===== config.mk =====
export PLATFORM = sky130hd
export DESIGN_NAME = wb_rr_arbiter
export DESIGN_NICKNAME = d
export VERILOG_FILES = /design/src/rtl/wb_rr_arbiter.sv
export SDC_FILE = /design/constraint.sdc
export NUM_CORES = 1
export LEC_CHECK = 0
export CAP_MARGIN = 0
export CORE_AREA = 2 2 125 127
export DETAILED_ROUTE_END_ITERATION = 8
export DIE_AREA = 0 0 127 129
export PLACE_DENSITY_LB_ADDON = 0.12
export SLEW_MARGIN = 20
export SYNTH_ARGS = -nofsm -noshare
export SYNTH_HDL_FRONTEND = slang
export SYNTH_SLANG_ARGS = --single-unit

===== constraint.sdc =====
create_clock -name clk -period 5.1 [get_ports clk]
set_clock_uncertainty 0.2 [all_clocks]
set_input_delay 1.53 -clock clk [delete_from_list [all_inputs] [get_ports clk]]
set_output_delay 1.53 -clock clk [all_outputs]
set_load 0.05 [all_outputs]

===== src/rtl/wb_rr_arbiter.sv =====
// ============================================================================
// wb_rr_arbiter
//   Two-master, one-slave classic Wishbone round-robin arbiter with an
//   ack/err watchdog.
//   Revision: 1.0
// ============================================================================
`default_nettype none

module wb_rr_arbiter #(
    parameter int AW      = 32,
    parameter int DW      = 32,
    parameter int TIMEOUT = 255
) (
    input  logic                clk,
    input  logic                rst,

    input  logic                m0_cyc_i,
    input  logic                m0_stb_i,
    input  logic                m0_we_i,
    input  logic [DW/8-1:0]     m0_sel_i,
    input  logic [AW-1:0]       m0_adr_i,
    input  logic [DW-1:0]       m0_dat_i,
    output logic [DW-1:0]       m0_dat_o,
    output logic                m0_ack_o,
    output logic                m0_err_o,

    input  logic                m1_cyc_i,
    input  logic                m1_stb_i,
    input  logic                m1_we_i,
    input  logic [DW/8-1:0]     m1_sel_i,
    input  logic [AW-1:0]       m1_adr_i,
    input  logic [DW-1:0]       m1_dat_i,
    output logic [DW-1:0]       m1_dat_o,
    output logic                m1_ack_o,
    output logic                m1_err_o,

    output logic                s_cyc_o,
    output logic                s_stb_o,
    output logic                s_we_o,
    output logic [DW/8-1:0]     s_sel_o,
    output logic [AW-1:0]       s_adr_o,
    output logic [DW-1:0]       s_dat_o,
    input  logic [DW-1:0]       s_dat_i,
    input  logic                s_ack_i,
    input  logic                s_err_i,

    output logic [1:0]          grant_o,
    output logic                timeout_o
);

    typedef enum logic [1:0] {
        S_IDLE = 2'd0,
        S_OWN0 = 2'd1,
        S_OWN1 = 2'd2
    } state_t;

    state_t state_q, state_d;
    logic   last_q, last_d;

    logic   w_own0, w_own1, w_own_stb;
    logic   w_wd_hit, w_wd_fire;

    assign w_own0    = (state_q == S_OWN0);
    assign w_own1    = (state_q == S_OWN1);
    assign w_own_stb = (w_own0 & m0_stb_i) | (w_own1 & m1_stb_i);

    // last_q names the previous owner, so a tie goes to the other master.
    always_comb begin
        state_d = state_q;
        last_d  = last_q;
        case (state_q)
            S_IDLE: begin
                if (m0_cyc_i && m1_cyc_i) begin
                    state_d = last_q ? S_OWN0 : S_OWN1;
                    last_d  = ~last_q;
                end else if (m0_cyc_i) begin
                    state_d = S_OWN0;
                    last_d  = 1'b0;
                end else if (m1_cyc_i) begin
                    state_d = S_OWN1;
                    last_d  = 1'b1;
                end
            end
            S_OWN0:  if (!m0_cyc_i) state_d = S_IDLE;
            S_OWN1:  if (!m1_cyc_i) state_d = S_IDLE;
            default: state_d = S_IDLE;
        endcase
    end

    always_ff @(posedge clk) begin
        if (!rst) begin
            state_q <= S_IDLE;
            last_q  <= 1'b1;
        end else begin
            state_q <= state_d;
            last_q  <= last_d;
        end
    end

    generate
        if (TIMEOUT > 0) begin : g_wd
            localparam int CW = $clog2(TIMEOUT + 1);
            logic [CW-1:0] wd_cnt_q, wd_cnt_d;

            always_comb begin
                wd_cnt_d = wd_cnt_q + 1'b1;
                if (!s_stb_o || s_ack_i || s_err_i || (state_d != state_q))
                    wd_cnt_d = '0;
            end

            always_ff @(posedge clk) begin
                if (!rst) wd_cnt_q <= '0;
                else      wd_cnt_q <= wd_cnt_d;
            end

            assign w_wd_hit = (wd_cnt_q == CW'(TIMEOUT));
        end else begin : g_no_wd
            assign w_wd_hit = 1'b0;
        end
    endgenerate

    // A slave ack in the expiry cycle wins, so s_stb_o depends on s_ack_i here.
    assign w_wd_fire = w_wd_hit & w_own_stb & ~s_ack_i;
    assign timeout_o = w_wd_fire;
    assign grant_o   = {w_own1, w_own0};

    always_comb begin
        s_cyc_o = 1'b0;
        s_stb_o = 1'b0;
        s_we_o  = 1'b0;
        s_sel_o = '0;
        s_adr_o = '0;
        s_dat_o = '0;
        if (w_own0) begin
            s_cyc_o = m0_cyc_i;
            s_stb_o = m0_stb_i & ~w_wd_fire;
            s_we_o  = m0_we_i;
            s_sel_o = m0_sel_i;
            s_adr_o = m0_adr_i;
            s_dat_o = m0_dat_i;
        end else if (w_own1) begin
            s_cyc_o = m1_cyc_i;
            s_stb_o = m1_stb_i & ~w_wd_fire;
            s_we_o  = m1_we_i;
            s_sel_o = m1_sel_i;
            s_adr_o = m1_adr_i;
            s_dat_o = m1_dat_i;
        end
    end

    assign m0_dat_o = w_own0 ? s_dat_i : '0;
    assign m1_dat_o = w_own1 ? s_dat_i : '0;
    assign m0_ack_o = s_ack_i & w_own0 & m0_stb_i;
    assign m1_ack_o = s_ack_i & w_own1 & m1_stb_i;
    assign m0_err_o = (s_err_i | w_wd_fire) & w_own0 & m0_stb_i;
    assign m1_err_o = (s_err_i | w_wd_fire) & w_own1 & m1_stb_i;

endmodule

`default_nettype wire


==> results.sh <==
export IMPL_drv_cap=0
export IMPL_status="completed"
export IMPL_grt_pass1_wl_um=17200
export IMPL_arrival_ns=3.03
export IMPL_cp_start_kind="input pin"
export IMPL_netlist_area_um2=1680
export IMPL_ys_types=28
export IMPL_numPortBuffers=319
export IMPL_dr_max_layer_used="met4"
export IMPL_timing_final_hold_violations=0
export IMPL_overflow=0
export IMPL_vias=2883
export IMPL_setup_tns_ns=0
export IMPL_hold_buffers=0
export IMPL_worstPathRequired_ns=3.37
export IMPL_die_h_um=129
export IMPL_io_pins=320
export IMPL_dr_wl_met2_um=6590
export IMPL_wl_per_cell_um=17.2
export IMPL_core_area_um2=15000
export IMPL_cts_path_max_buffers=2
export IMPL_synth_seq_area_share=0.131
export IMPL_global_route_usage_total=0.135
export IMPL_final_cells=712
export IMPL_cts_clk_slew_worst_paths_ns=0.04
export IMPL_cts_resized=0
export IMPL_num_rows=45
export IMPL_routabilityCongestion=0.816
export IMPL_grt_max_degree=59
export IMPL_post_cts_setup_buffer_count=0
export IMPL_cts_root_buffer="clkbuf_16"
export IMPL_area_growth_pct=200
export IMPL_ys_seq_elements=11
export IMPL_hp_class="flop to flop"
export IMPL_drc=0
export IMPL_slew_violations=0
export IMPL_clock_sinks=11
export IMPL_end_kind="output port"
export IMPL_viasPerCell=4.05
export IMPL_h_tree_depth=1
export IMPL_postRouteAntennaNets=0
export IMPL_worst_pin_slew_ns=0.588
export IMPL_die_w_um=127
export IMPL_clk_insertion_delay_late_ns=0.24
export IMPL_placed_area_um2=4980
export IMPL_crit_type="input pin to output port"
export IMPL_antenna_cells=0
export IMPL_dpl_cell_count=708
export IMPL_grt_pass1_vias=2854
export IMPL_initial_core_util=0.112
export IMPL_min_period_ns=4.76
export IMPL_synth_cells=222
export IMPL_die_area_um2=16400
export IMPL_finalWirelength_um=12200
export IMPL_final_setup_viol_count=0
export IMPL_leakagePower_nw=1.98
export IMPL_stdcell_area_um2=5060
export IMPL_p_per_area_nw_per_um2=161
export IMPL_fin_hold_ws_ns=0.279
export IMPL_first_iter_violations=109
export IMPL_p_total_w=0.000814
export IMPL_fin_crit_sh=0.934
export IMPL_nets=704
export IMPL_fmax_mhz=210
export IMPL_first_pass_iters=4
export IMPL_synth_nets=401
export IMPL_drt_met1_wl_um=4700
export IMPL_cts_buffers=3
export IMPL_antenna_found_initial=0
export IMPL_cts_tree="built"
export IMPL_rsz0062_at_grt="false"
export IMPL_dp_hpwl_um=10000
export IMPL_met3WireLength_um=827
export IMPL_synth_warnings=0
export IMPL_vdd_drop_max_v=0.0000948
export IMPL_synth_avg_cell_area_um2=7.59
export IMPL_nFillCells=1539
export IMPL_max_slew_margin=0.608
export IMPL_drive_above_1_share=0.0897
export IMPL_cp_max_fo=3
report_power, final:
group          total (W)  switching [W]  leakage [nW]  internal [W]
clock           0.000144      0.0000388        0.0382      0.000105
combinational   0.000578       0.000322          1.85      0.000256
sequential     0.0000920     0.00000376        0.0893     0.0000883
total           0.000814       0.000365          1.98      0.000449
registers in the layout (all words and copies together) (netlist names):
| name | count |
|---|---|
| state_q | 2 |
| g_wd.wd_cnt_q | 8 |
| last_q | 1 |
metrics by stage:
step	worst slack, ns	utilization
finish	0.337	0.338
global placement	0.390	0.332
CTS	0.350	0.338
detailed placement	0.357	0.332
floorplan	0.436	-
global route	0.257	0.338
worst max-delay path, cell delays in order:
cell,delay [ns]
clkdlybuf4s50_1,0.47
nand3b_1,0.13
a21oi_1,0.37
and2_1,0.27
a21oi_1,0.06
buf_4,0.19
logic make-up (layout without fill, tap and decap cells):
| group | after synthesis | in the layout | share of synthesized area |
|---|---|---|---|
| DFF | 11 | 11 | 0.131 |
| and+or+nand+nor | 98 | 98 | 0.354 |
| buffers and inverters | 27 | 329 | 0.0787 |
| adders and majority gates | 1 | 1 | 0.00743 |
| AOI/OAI and AO/OA | 80 | 80 | 0.403 |
| xor gates and xnor gates | 5 | 5 | 0.0260 |
cells in the final DEF (no fill, tap or decap):
cell	instances
xor2_1	1
nand3_1	3
clkdlybuf4s50_1	283
a22oi_2	1
buf_4	37
nor2_1	10
or3_1	1
nor3_1	4
o311ai_0	1
nand2b_1	1
buf_12	3
nor3b_1	1
nor2b_4	2
nor2b_1	2
nand4b_4	1
nand4_1	2
dfxtp_1	11
and2_1	65
a21oi_1	6
xnor2_1	4
nand3b_1	2
nand2_1	2
a22o_1	70
o21ai_0	1
clkbuf_16	3
o211a_1	1
ha_1	1
and3_1	2
inv_1	2
clkbuf_1	1
cell type report:
class	count	area (µm²)	area share
multi-input combinational	184	1350	0.266
timing repair buffer	323	3170	0.627
clock buffer	4	78.8	0.0156
tap	188	235	0.0465
sequential	11	220	0.0435
inverter	2	7.51	0.00148
final timing paths:
path	slack (ns)	startpoint	end	cells after the start
hold reg to reg	0.28	last_q$_SDFFE_PN1P_	state_q[1]$_SDFF_PN0_	1
setup / recovery	0.34	m1_stb_i	s_stb_o	6
hold / removal	0.28	last_q$_SDFFE_PN1P_	state_q[1]$_SDFF_PN0_	1
setup reg to reg	3.28	state_q[1]$_SDFF_PN0_	g_wd.wd_cnt_q[3]$_SDFF_PP0_	4
cells in the mapped netlist:
cell type | count | area (µm²)
nand2b_1 | 1 | 6.26
inv_1 | 2 | 7.51
and3_1 | 2 | 12.5
nor3_1 | 4 | 20.0
nand4b_4 | 1 | 23.8
or3_1 | 1 | 6.26
o21ai_0 | 1 | 5.00
nand2_1 | 2 | 7.51
a22oi_2 | 1 | 12.5
xor2_1 | 1 | 8.76
o211a_1 | 1 | 10.0
nand4_1 | 2 | 12.5
buf_6 | 1 | 11.3
xnor2_1 | 4 | 35.0
and2_1 | 65 | 407
nand3_1 | 3 | 15.0
dfxtp_1 | 11 | 220
o311ai_0 | 1 | 8.76
buf_4 | 2 | 15.0
a22o_1 | 70 | 613
buf_2 | 13 | 65.1
clkbuf_1 | 9 | 33.8
nor2b_1 | 4 | 25.0
nand3b_1 | 2 | 15.0
ha_1 | 1 | 12.5
a21oi_1 | 6 | 30.0
nor3b_1 | 1 | 7.51
nor2_1 | 10 | 37.5
layer usage:
metal | vias up | track usage
met3 | 10 | 0.0233
met4 | 0 | 0.0291
met5 | - | 0
met1 | 1320 | 0.152
met2 | 132 | 0.263
li1 | 1421 | -
(Power assumes the default switching activity.)
